**src/rtl/hazard_stall_controller.sv**
```systemverilog
// ID-stage hazard detector: stalls PC/IF-ID and bubbles ID/EX on unresolvable hazards, same cycle (combinational).
// Owns the mult/div busy FSM and a saturating stall-cycle counter; a stalled instruction simply holds in ID.
module hazard_stall_controller #(
    parameter int MULDIV_LATENCY = 32,
    parameter int CNT_WIDTH      = 16
) (
    input  logic                 Clock,
    input  logic                 Reset,
    input  logic [31:0]          ID_Instruction,
    input  logic                 ID_UsesRT,
    input  logic                 ID_IsBranch,
    input  logic                 ID_ReadsHiLo,
    input  logic                 ID_MulDivStart,
    input  logic                 BranchTaken,
    input  logic                 EX_RegWrite,
    input  logic                 EX_MemRead,
    input  logic [4:0]           EX_RegDest,
    input  logic                 MEM_MemRead,
    input  logic [4:0]           MEM_RegDest,
    input  logic                 StallCountClear,
    output logic                 PCWrite,
    output logic                 IFIDWrite,
    output logic                 IDEXBubble,
    output logic                 IFIDFlush,
    output logic                 MulDivBusy,
    output logic                 State,
    output logic [CNT_WIDTH-1:0] StallCount
);

    typedef enum logic {
        RUN     = 1'b0,
        MD_BUSY = 1'b1
    } state_t;

    localparam logic [7:0]           MD_LOAD = 8'(MULDIV_LATENCY - 1);
    localparam logic [CNT_WIDTH-1:0] CNT_MAX = {CNT_WIDTH{1'b1}};

    state_t     state_q, state_d;
    logic [7:0] md_cnt_q, md_cnt_d;

    logic [4:0] rs, rt;
    logic       unused_instr_bits;
    logic       ex_match, mem_match;
    logic       lu, ba, bl, hl, sh;
    logic       stall, issue, busy;

    assign rs = ID_Instruction[25:21];
    assign rt = ID_Instruction[20:16];
    assign unused_instr_bits = ^{ID_Instruction[31:26], ID_Instruction[15:0]};

    function automatic logic reg_match(input logic [4:0] d, input logic [4:0] s,
                                       input logic [4:0] t, input logic uses_t);
        return (d != 5'd0) && ((d == s) || (uses_t && (d == t)));
    endfunction

    assign ex_match  = reg_match(EX_RegDest, rs, rt, ID_UsesRT);
    assign mem_match = reg_match(MEM_RegDest, rs, rt, ID_UsesRT);
    assign busy      = (state_q == MD_BUSY);

    assign lu = EX_MemRead && ex_match;
    assign ba = ID_IsBranch && EX_RegWrite && !EX_MemRead && ex_match;
    assign bl = ID_IsBranch && ((EX_MemRead && ex_match) || (MEM_MemRead && mem_match));
    assign hl = ID_ReadsHiLo && busy;
    assign sh = ID_MulDivStart && busy;

    assign stall = lu | ba | bl | hl | sh;
    assign issue = ID_MulDivStart && !stall;

    // Reset forces the pipeline frozen with a bubble regardless of ID contents.
    assign PCWrite    = Reset && !stall;
    assign IFIDWrite  = Reset && !stall;
    assign IDEXBubble = !Reset || stall;
    assign IFIDFlush  = Reset && !stall && ID_IsBranch && BranchTaken;
    assign MulDivBusy = busy;
    assign State      = state_q;

    // The counter reaches 0 on the same edge that returns to RUN, so the
    // unit reports busy for MULDIV_LATENCY-1 cycles after the issue edge.
    always_comb begin
        state_d  = state_q;
        md_cnt_d = md_cnt_q;
        case (state_q)
            RUN: begin
                if (issue) begin
                    state_d  = MD_BUSY;
                    md_cnt_d = MD_LOAD;
                end
            end
            MD_BUSY: begin
                if (md_cnt_q <= 8'd1) begin
                    state_d  = RUN;
                    md_cnt_d = 8'd0;
                end else begin
                    md_cnt_d = md_cnt_q - 8'd1;
                end
            end
        endcase
    end

    always_ff @(posedge Clock or negedge Reset) begin
        if (!Reset) begin
            state_q  <= RUN;
            md_cnt_q <= 8'd0;
        end else begin
            state_q  <= state_d;
            md_cnt_q <= md_cnt_d;
        end
    end

    always_ff @(posedge Clock or negedge Reset) begin
        if (!Reset) begin
            StallCount <= '0;
        end else if (StallCountClear) begin
            StallCount <= '0;
        end else if (stall && (StallCount != CNT_MAX)) begin
            StallCount <= StallCount + CNT_WIDTH'(1);
        end
    end

endmodule

```
**config.mk**
```make
export PLATFORM = sky130hd
export DESIGN_NAME = hazard_stall_controller
export DESIGN_NICKNAME = d
export VERILOG_FILES = /design/src/rtl/hazard_stall_controller.sv
export SDC_FILE = /design/constraint.sdc
export NUM_CORES = 1
export LEC_CHECK = 0
export CORE_UTILIZATION = 46
export CTS_CLUSTER_SIZE = 8
export DETAILED_ROUTE_END_ITERATION = 7
export HOLD_SLACK_MARGIN = 0.03
export PLACE_DENSITY = 0.87
export SETUP_SLACK_MARGIN = 0.4
export SYNTH_ARGS = -nofsm -noshare
export SYNTH_HDL_FRONTEND = slang
export SYNTH_SLANG_ARGS = --single-unit
```
**constraint.sdc**
```tcl
create_clock -name Clock -period 4.2 [get_ports Clock]
set_clock_uncertainty 0.05 [all_clocks]
set_input_delay 0.42 -clock Clock [delete_from_list [all_inputs] [get_ports Clock]]
set_output_delay 0.42 -clock Clock [all_outputs]
set_load 0.05 [all_outputs]
```
==> metrics.csv, run 1 <==
stage,metric,value,unit
outcome,status,completed,
floorplan,Core Rows,22,
worst_setup_path,Setup CP Type,in -> out,
clocking,post-cts sizing count,0,
drt,Routed Antenna Nets,0,
drt,WL/cell,13.84,µm
finish,area of the multi-input gates,1046,µm²
clocking,clock sinks,25,
floorplan,I/O pin cnt,75,
global_routing,total track usage,21.41,%
yosys,"FF+latch count, synth",25,
clocking,Clock Tree Buf Depth,2,
drt,final WL,4123,µm
finish,Area Growth Syn to Fin,31.38,%
drt,DRT Pass-1 Iters,5,
yosys,Mean Syn Cell Area,8.740,µm²
clocking,post-CTS setup buffers,0,
global_routing,vias in the first global route,1555,
pwr,VDD IR-drop max,0.1429,mV
placement,placed cells,294,
worst_setup_path,"critical path fanouts, max",3,
yosys,Synth cell types,42,
worst_setup_path,Crit path max-delay family,buffers and inverters,
pwr,leak pwr,0.0008819,µW
sta,Fin. Hold Viols,0,
sta,Highest Clock Rate,0.3105,GHz
global_routing,grt total ovfl,0,
worst_hold_path,Hold WC Path Type,in -> async,
sta,Rel. slew slack,43.19,%
placement,post-DP HPWL,3010,µm
sta,worst hold margin,0.4485,ns
sta,fin crit period,3.221,ns
finish,Finished Layout Cells,298,
placement,IO buf count,52,
worst_setup_path,Critical-path top delay cell,clkdlybuf4s50_1,
worst_setup_path,crit path cell chain,"clkdlybuf4s50_1, or3_1, o311a_4, a221oi_4, nand2_2, clkdlybuf4s50_1",
clocking,# H-tree levels,1,
finish,layout cells sized above 1,7.600,%
finish,diode count,0,
worst_setup_path,CP max stage delay,0.72,ns
drt,Avg Vias per Cell,5.748,
yosys,Post-Syn Area,1774,µm²
worst_setup_path,Critical Path End Type,output pin,
worst_setup_path,worst path buffer plus inverter count,2,
sta,Pins Over Slew Limit,0,
floorplan,core area,3689,µm²
pwr,Tot Pwr,502.5,µW
global_routing,first-pass GRT wire length,6955,µm
floorplan,Die Span X,64.11,µm
clocking,"Hold-fix buffers, CTS",0,
yosys,register area share after synthesis,35.26,%
yosys,syn nets,259,
sta,endpoints failing setup,0,
finish,Nets,307,
drt,Residual DRC,0,
placement,Final Wtd Congestion,0.9335,
floorplan,Die H,64.11,µm
clocking,root buf cell,clkbuf_8,
yosys,synth warn,0,
sta,setup TNS,0,ns
sta,fin crit share,76.69,%
clocking,CTS Buf Count,3,
drt,DRT iter0 DRCs,53,
worst_setup_path,Crit path required time,3.73,ns
clocking,Clock Pin Slew Worst Setup and Hold Paths,0.09,ns
global_routing,initial antenna violation count,0,
pwr,pwr/cell area,215.6,nW/µm²
yosys,Gate Count Post-Synth,203,
clocking,clock latency on the worst-skew pair,0.27,ns
floorplan,Starting Density,48.10,%
finish,"commonest non-fill, non-tap cells in the layout","49 x clkdlybuf4s50_1, 25 x dfrtp_1, 21 x xnor2_1, 20 x nand2_1",
sta,Worst-Margin Slew,0.8475,ns
worst_setup_path,CP arrival,2.75,ns
sta,RSZ-0062 raised after global routing,false,
sta,final worst slack,0.9789,ns
placement,DP Worst Slack,0.9598,ns
finish,number of fill cells,314,
drt,total via count in the routed design,1713,
job,max cap viols,0,
floorplan,Die ar.,4109,µm²
finish,"most common cell after layout, fill and taps aside",clkdlybuf4s50_1,
finish,Reg area,625.6,µm²
global_routing,largest net degree at the start of global routing,31,
clocking,CTS tree,built,
worst_setup_path,crit start category,primary input,
worst_setup_path,Worst path most repeated cell,clkdlybuf4s50_1,
## state kept, by name (all words and copies together) (netlist names)
| register | count |
|---|---|
| StallCount | 16 |
| md_cnt_q | 8 |
| MulDivBusy | 1 |
## power breakdown
part	internal (µW)	switching (µW)	total [µW]
sequential	243	2.77	246
clock	68.0	78.0	146
combinational	54.4	56.6	111
## cells by family after synthesis
family          Yosys count  share of synthesized area, %
mux                       3                         2.257
xor+xnor                 21                         10.37
compound gates           47                         18.69
buf+inv                  18                         5.781
simple gates             86                         25.53
fa+ha+maj                 3                         2.116
flops                    25                         35.26
## path summary, 6_finish.rpt
path | slack (ns) | end | depth (start not counted) | startpoint
min | 0.45 | StallCount[9] | 2 | Reset
min in group Clock | 0.45 | md_cnt_q[7] | 1 | md_cnt_q[7]
min reg2reg | 0.45 | md_cnt_q[7] | 1 | md_cnt_q[7]
max reg2reg | 1.74 | StallCount[6] | 6 | StallCount[3]
max | 0.98 | IDEXBubble | 6 | MEM_RegDest[1]
max in group asynchronous | 3.40 | md_cnt_q[7] | 2 | Reset
## per-layer routing
layer | vias to the layer above | GRT usage [%] | share of wire (%)
met5 | - | 0 | 0
met4 | 0 | 6.667 | 1.5
met3 | 7 | 3.750 | 6.4
met2 | 58 | 36.97 | 47
met1 | 806 | 27.12 | 45
li1 | 842 | - | -
## worst reg2reg max path, cell delays in order, from the launching register on
cell	delay (ns)
dfrtp_1	0.45
nand3_1	0.17
nor3_1	0.33
nand2_1	0.16
nor3_2	0.73
nor4_1	0.14
mux2_4	0.33
## synth_stat cells
cell type	count	share of area, %
nand3_1	13	3.7
buf_6	2	1.3
o22ai_1	5	1.8
nor4_2	1	0.71
ha_1	3	2.1
nand2_1	20	4.2
o211ai_1	1	0.42
a21oi_1	16	4.5
o21ai_1	3	0.85
or3b_2	1	0.49
nor2_1	16	3.4
o21ai_0	3	0.85
nor4_1	2	0.71
a21o_1	1	0.42
nand4_1	4	1.4
buf_4	2	0.85
inv_1	6	1.3
nand2b_1	2	0.71
o311a_4	1	1.2
nor3_1	4	1.1
or4_1	11	4.7
and2_1	2	0.71
or3_1	5	1.8
clkbuf_1	4	0.85
a41o_1	1	0.56
o31ai_1	11	4.7
nand2_2	1	0.35
a31oi_1	2	0.71
a221oi_2	1	0.85
a221oi_4	1	1.5
buf_1	1	0.21
buf_8	1	0.85
o21a_1	1	0.42
mux2_4	2	1.7
nor3_2	1	0.56
buf_2	1	0.28
or2_2	1	0.35
inv_2	1	0.21
xnor2_1	21	10
mux2i_1	1	0.56
nor2b_1	2	0.71
dfrtp_1	25	35
## through the flow
step	instance area, µm²	util [%]
after CTS	2331	63.20
after detailed placement	2286	61.97
after floorplan	1774	-
final	2331	63.20
after global placement	2286	61.97
after global routing	2331	63.20
## final cells by class
| class | instances | area share [%] |
|---|---|---|
| Sequential cell | 25 | 26.84 |
| Inverter | 7 | 1.127 |
| Timing Repair Buffer | 54 | 22.65 |
| Multi-Input combinational cell | 160 | 44.87 |
| Clock buffer | 4 | 1.932 |
| Tap cell | 48 | 2.576 |
(Power assumes the default switching activity.)
==> inputs of run 2 (changes only) <==
--- a/config.mk
+++ b/config.mk
@@ -5,11 +5,11 @@
 export SDC_FILE = /design/constraint.sdc
 export NUM_CORES = 1
 export LEC_CHECK = 0
-export CORE_UTILIZATION = 46
+export CORE_UTILIZATION = 43
 export CTS_CLUSTER_SIZE = 8
 export DETAILED_ROUTE_END_ITERATION = 7
 export HOLD_SLACK_MARGIN = 0.03
-export PLACE_DENSITY = 0.87
+export PLACE_DENSITY = 0.82
 export SETUP_SLACK_MARGIN = 0.4
 export SYNTH_ARGS = -nofsm -noshare
 export SYNTH_HDL_FRONTEND = slang
==> constraint.sdc (replaced) <==
create_clock -name Clock -period 3.3 [get_ports Clock]
set_clock_uncertainty 0.05 [all_clocks]
set_input_delay 0.33 -clock Clock [delete_from_list [all_inputs] [get_ports Clock]]
set_output_delay 0.33 -clock Clock [all_outputs]
set_load 0.05 [all_outputs]
==> run 2 against run 1 <==
Net effect:
- highest routed layer unchanged
- largest power group unchanged
- core utilization shrank 0.65 points
- critical path depth is 1 higher
- non-clock buffer count rose by 1
- first-iteration DRC count up 53%
- sequential power increased by 27%
- cell count grew 0.34%
==> metrics.csv, run 2 (synthesis results as in run 1) <==
stage,metric,value,unit,change
drt,Routed Antenna Nets,0,,unchanged
sta,setup TNS,0,ns,unchanged
worst_setup_path,path depth of the worst reg2reg path,5,,was 6
worst_setup_path,Crit path required time,2.92,ns,was 3.73 ns
sta,worst hold margin,0.4564,ns,was 0.4485 ns
worst_setup_path,crit start category,primary input,,unchanged
placement,IO buf count,52,,unchanged
worst_setup_path,"critical path fanouts, max",3,,unchanged
clocking,post-cts sizing count,0,,unchanged
clocking,clock latency on the worst-skew pair,0.28,ns,was 0.27 ns
worst_setup_path,worst path buffer plus inverter count,2,,unchanged
sta,Rel. slew slack,54.75,%,was 43.19%
floorplan,Starting Density,46.71,%,was 48.10%
worst_setup_path,CP endpoint,IFIDFlush,,was IDEXBubble
clocking,Clock Tree Buf Depth,2,,unchanged
sta,Fin. Hold Viols,0,,unchanged
sta,final worst slack,0.6589,ns,was 0.9789 ns
worst_setup_path,Crit path max-delay family,simple AND/OR/NAND/NOR gates,,was buffers and inverters
placement,post-DP HPWL,3119,µm,was 3010 µm
finish,diode count,0,,unchanged
worst_setup_path,Critical Path End Type,output pin,,unchanged
clocking,post-CTS setup buffers,0,,unchanged
global_routing,vias in the first global route,1548,,"was 1,555"
floorplan,Die ar.,4387,µm²,was 4109 µm²
sta,fin crit share,80.03,%,
clocking,"Hold-fix buffers, CTS",0,,unchanged
worst_setup_path,r2r endpoint,StallCount[7],,was StallCount[6]
finish,Reg area,625.6,µm²,unchanged
finish,Area Growth Syn to Fin,33.92,%,was 31.38%
worst_setup_path,FF-to-FF setup slack,1.21,ns,was 1.74 ns
finish,Nets,308,,was 307
worst_setup_path,crit path cell chain,"clkdlybuf4s50_1, or3_1, o311a_4, a221oi_4, nand2_2, nor2_2, buf_12",,"was clkdlybuf4s50_1, or3_1, o311a_4, a221oi_4, nand2_2, clkdlybuf4s50_1"
placement,DP Worst Slack,0.5133,ns,was 0.9598 ns
floorplan,core area,3799,µm²,was 3689 µm²
clocking,CTS tree,built,,unchanged
global_routing,total track usage,20.95,%,was 21.41%
worst_hold_path,Hold WC Path Type,in -> async,,unchanged
worst_setup_path,CP arrival,2.26,ns,was 2.75 ns
worst_setup_path,Setup CP Type,in -> out,,unchanged
clocking,clock sinks,25,,unchanged
clocking,Clock Pin Slew Worst Setup and Hold Paths,0.09,ns,about the same
finish,layout cells sized above 1,8.765,%,was 7.600%
drt,total via count in the routed design,1707,,"was 1,713"
pwr,leak pwr,0.0008962,µW,was 0.0008819 µW
floorplan,Die Span X,66.24,µm,was 64.11 µm
placement,Final Wtd Congestion,0.8101,,was 0.9335
drt,DRT Pass-1 Iters,4,,was 5
worst_setup_path,CP Depth,7,,was 6
sta,endpoints failing setup,0,,unchanged
job,max cap viols,0,,unchanged
worst_setup_path,CP max stage delay,0.47,ns,was 0.72 ns
clocking,CTS Buf Count,3,,unchanged
drt,WL/cell,14.44,µm,was 13.84 µm
drt,Avg Vias per Cell,5.709,,was 5.748
pwr,VDD IR-drop max,0.2222,mV,was 0.1429 mV
outcome,status,completed,,unchanged
floorplan,Core Rows,22,,unchanged
pwr,pwr/cell area,271.7,nW/µm²,was 215.6 nW/µm²
finish,Largest Register,StallCount,,unchanged
global_routing,initial antenna violation count,0,,unchanged
global_routing,largest net degree at the start of global routing,31,,unchanged
worst_setup_path,r2r startpoint,StallCount[0],,was StallCount[3]
worst_setup_path,crit path from,MEM_RegDest[0],,was MEM_RegDest[1]
worst_setup_path,Critical-path top delay cell,clkdlybuf4s50_1,,unchanged
drt,final WL,4318,µm,was 4123 µm
sta,fin crit period,2.641,ns,
sta,RSZ-0062 raised after global routing,false,,unchanged
finish,"most common cell after layout, fill and taps aside",clkdlybuf4s50_1,,unchanged
floorplan,Die H,66.24,µm,was 64.11 µm
global_routing,first-pass GRT wire length,7010,µm,was 6955 µm
sta,Worst-Margin Slew,0.6767,ns,was 0.8475 ns
clocking,# H-tree levels,1,,unchanged
sta,Highest Clock Rate,0.3786,GHz,
finish,max FFs per register,16,,unchanged
drt,Residual DRC,0,,unchanged
finish,final core occ,62.55,%,was 63.20%
finish,number of fill cells,341,,was 314
sta,Pins Over Slew Limit,0,,unchanged
finish,"commonest non-fill, non-tap cells in the layout","48 x clkdlybuf4s50_1, 25 x dfrtp_1, 21 x xnor2_1, 20 x nand2_1, 16 x a21oi_1",,"was 49 x clkdlybuf4s50_1, 25 x dfrtp_1, 21 x xnor2_1, 20 x nand2_1"
floorplan,I/O pin cnt,75,,unchanged
clocking,root buf cell,clkbuf_8,,unchanged
drt,DRT iter0 DRCs,81,,was 53
finish,area of the multi-input gates,1049,µm²,was 1046 µm²
global_routing,grt total ovfl,0,,unchanged
==> run 2: power breakdown <==
group	internal [µW]	switching (µW)
sequential	309	3.66
clock	86.7	102
combinational	72.3	71.6
total	468	178
==> run 2: through the flow <==
step,cells,cell area (µm²),power (µW)
2_1_floorplan,203,1777,394.3
3_3_place_gp,295,2331,462.2
3_5_place_dp,295,2331,463.0
4_1_cts,299,2376,649.9
5_1_grt,299,2376,671.2
6_report,299,2376,645.5
==> run 2: worst min path at each step <==
stage / slack, ns / to / cells past startpoint
floorplan: -0.02 / MulDivBusy / 0
global placement: 0.44 / md_cnt_q[7] / 1
detailed placement: 0.44 / md_cnt_q[7] / 1
CTS: 0.46 / md_cnt_q[7] / 1
global route: 0.50 / StallCount[15] / 2
finish: 0.46 / StallCount[11] / 2
==> run 2: layer usage <==
layer	track usage [%]	wire, µm	share of wire [%]
met3	3.276	359	8.3
met4	9.043	71	1.6
met1	27.32	1983	46
met2	34.06	1903	44
met5	0	0	0
==> run 2: area by class of cell <==
class	instances	area share, %
Sequential cell	25	26.33
Inverter	7	1.106
Multi-Input combinational cell	160	44.13
Timing Repair Buffer	55	24.01
Clock buffer	4	1.896
Tap cell	48	2.528
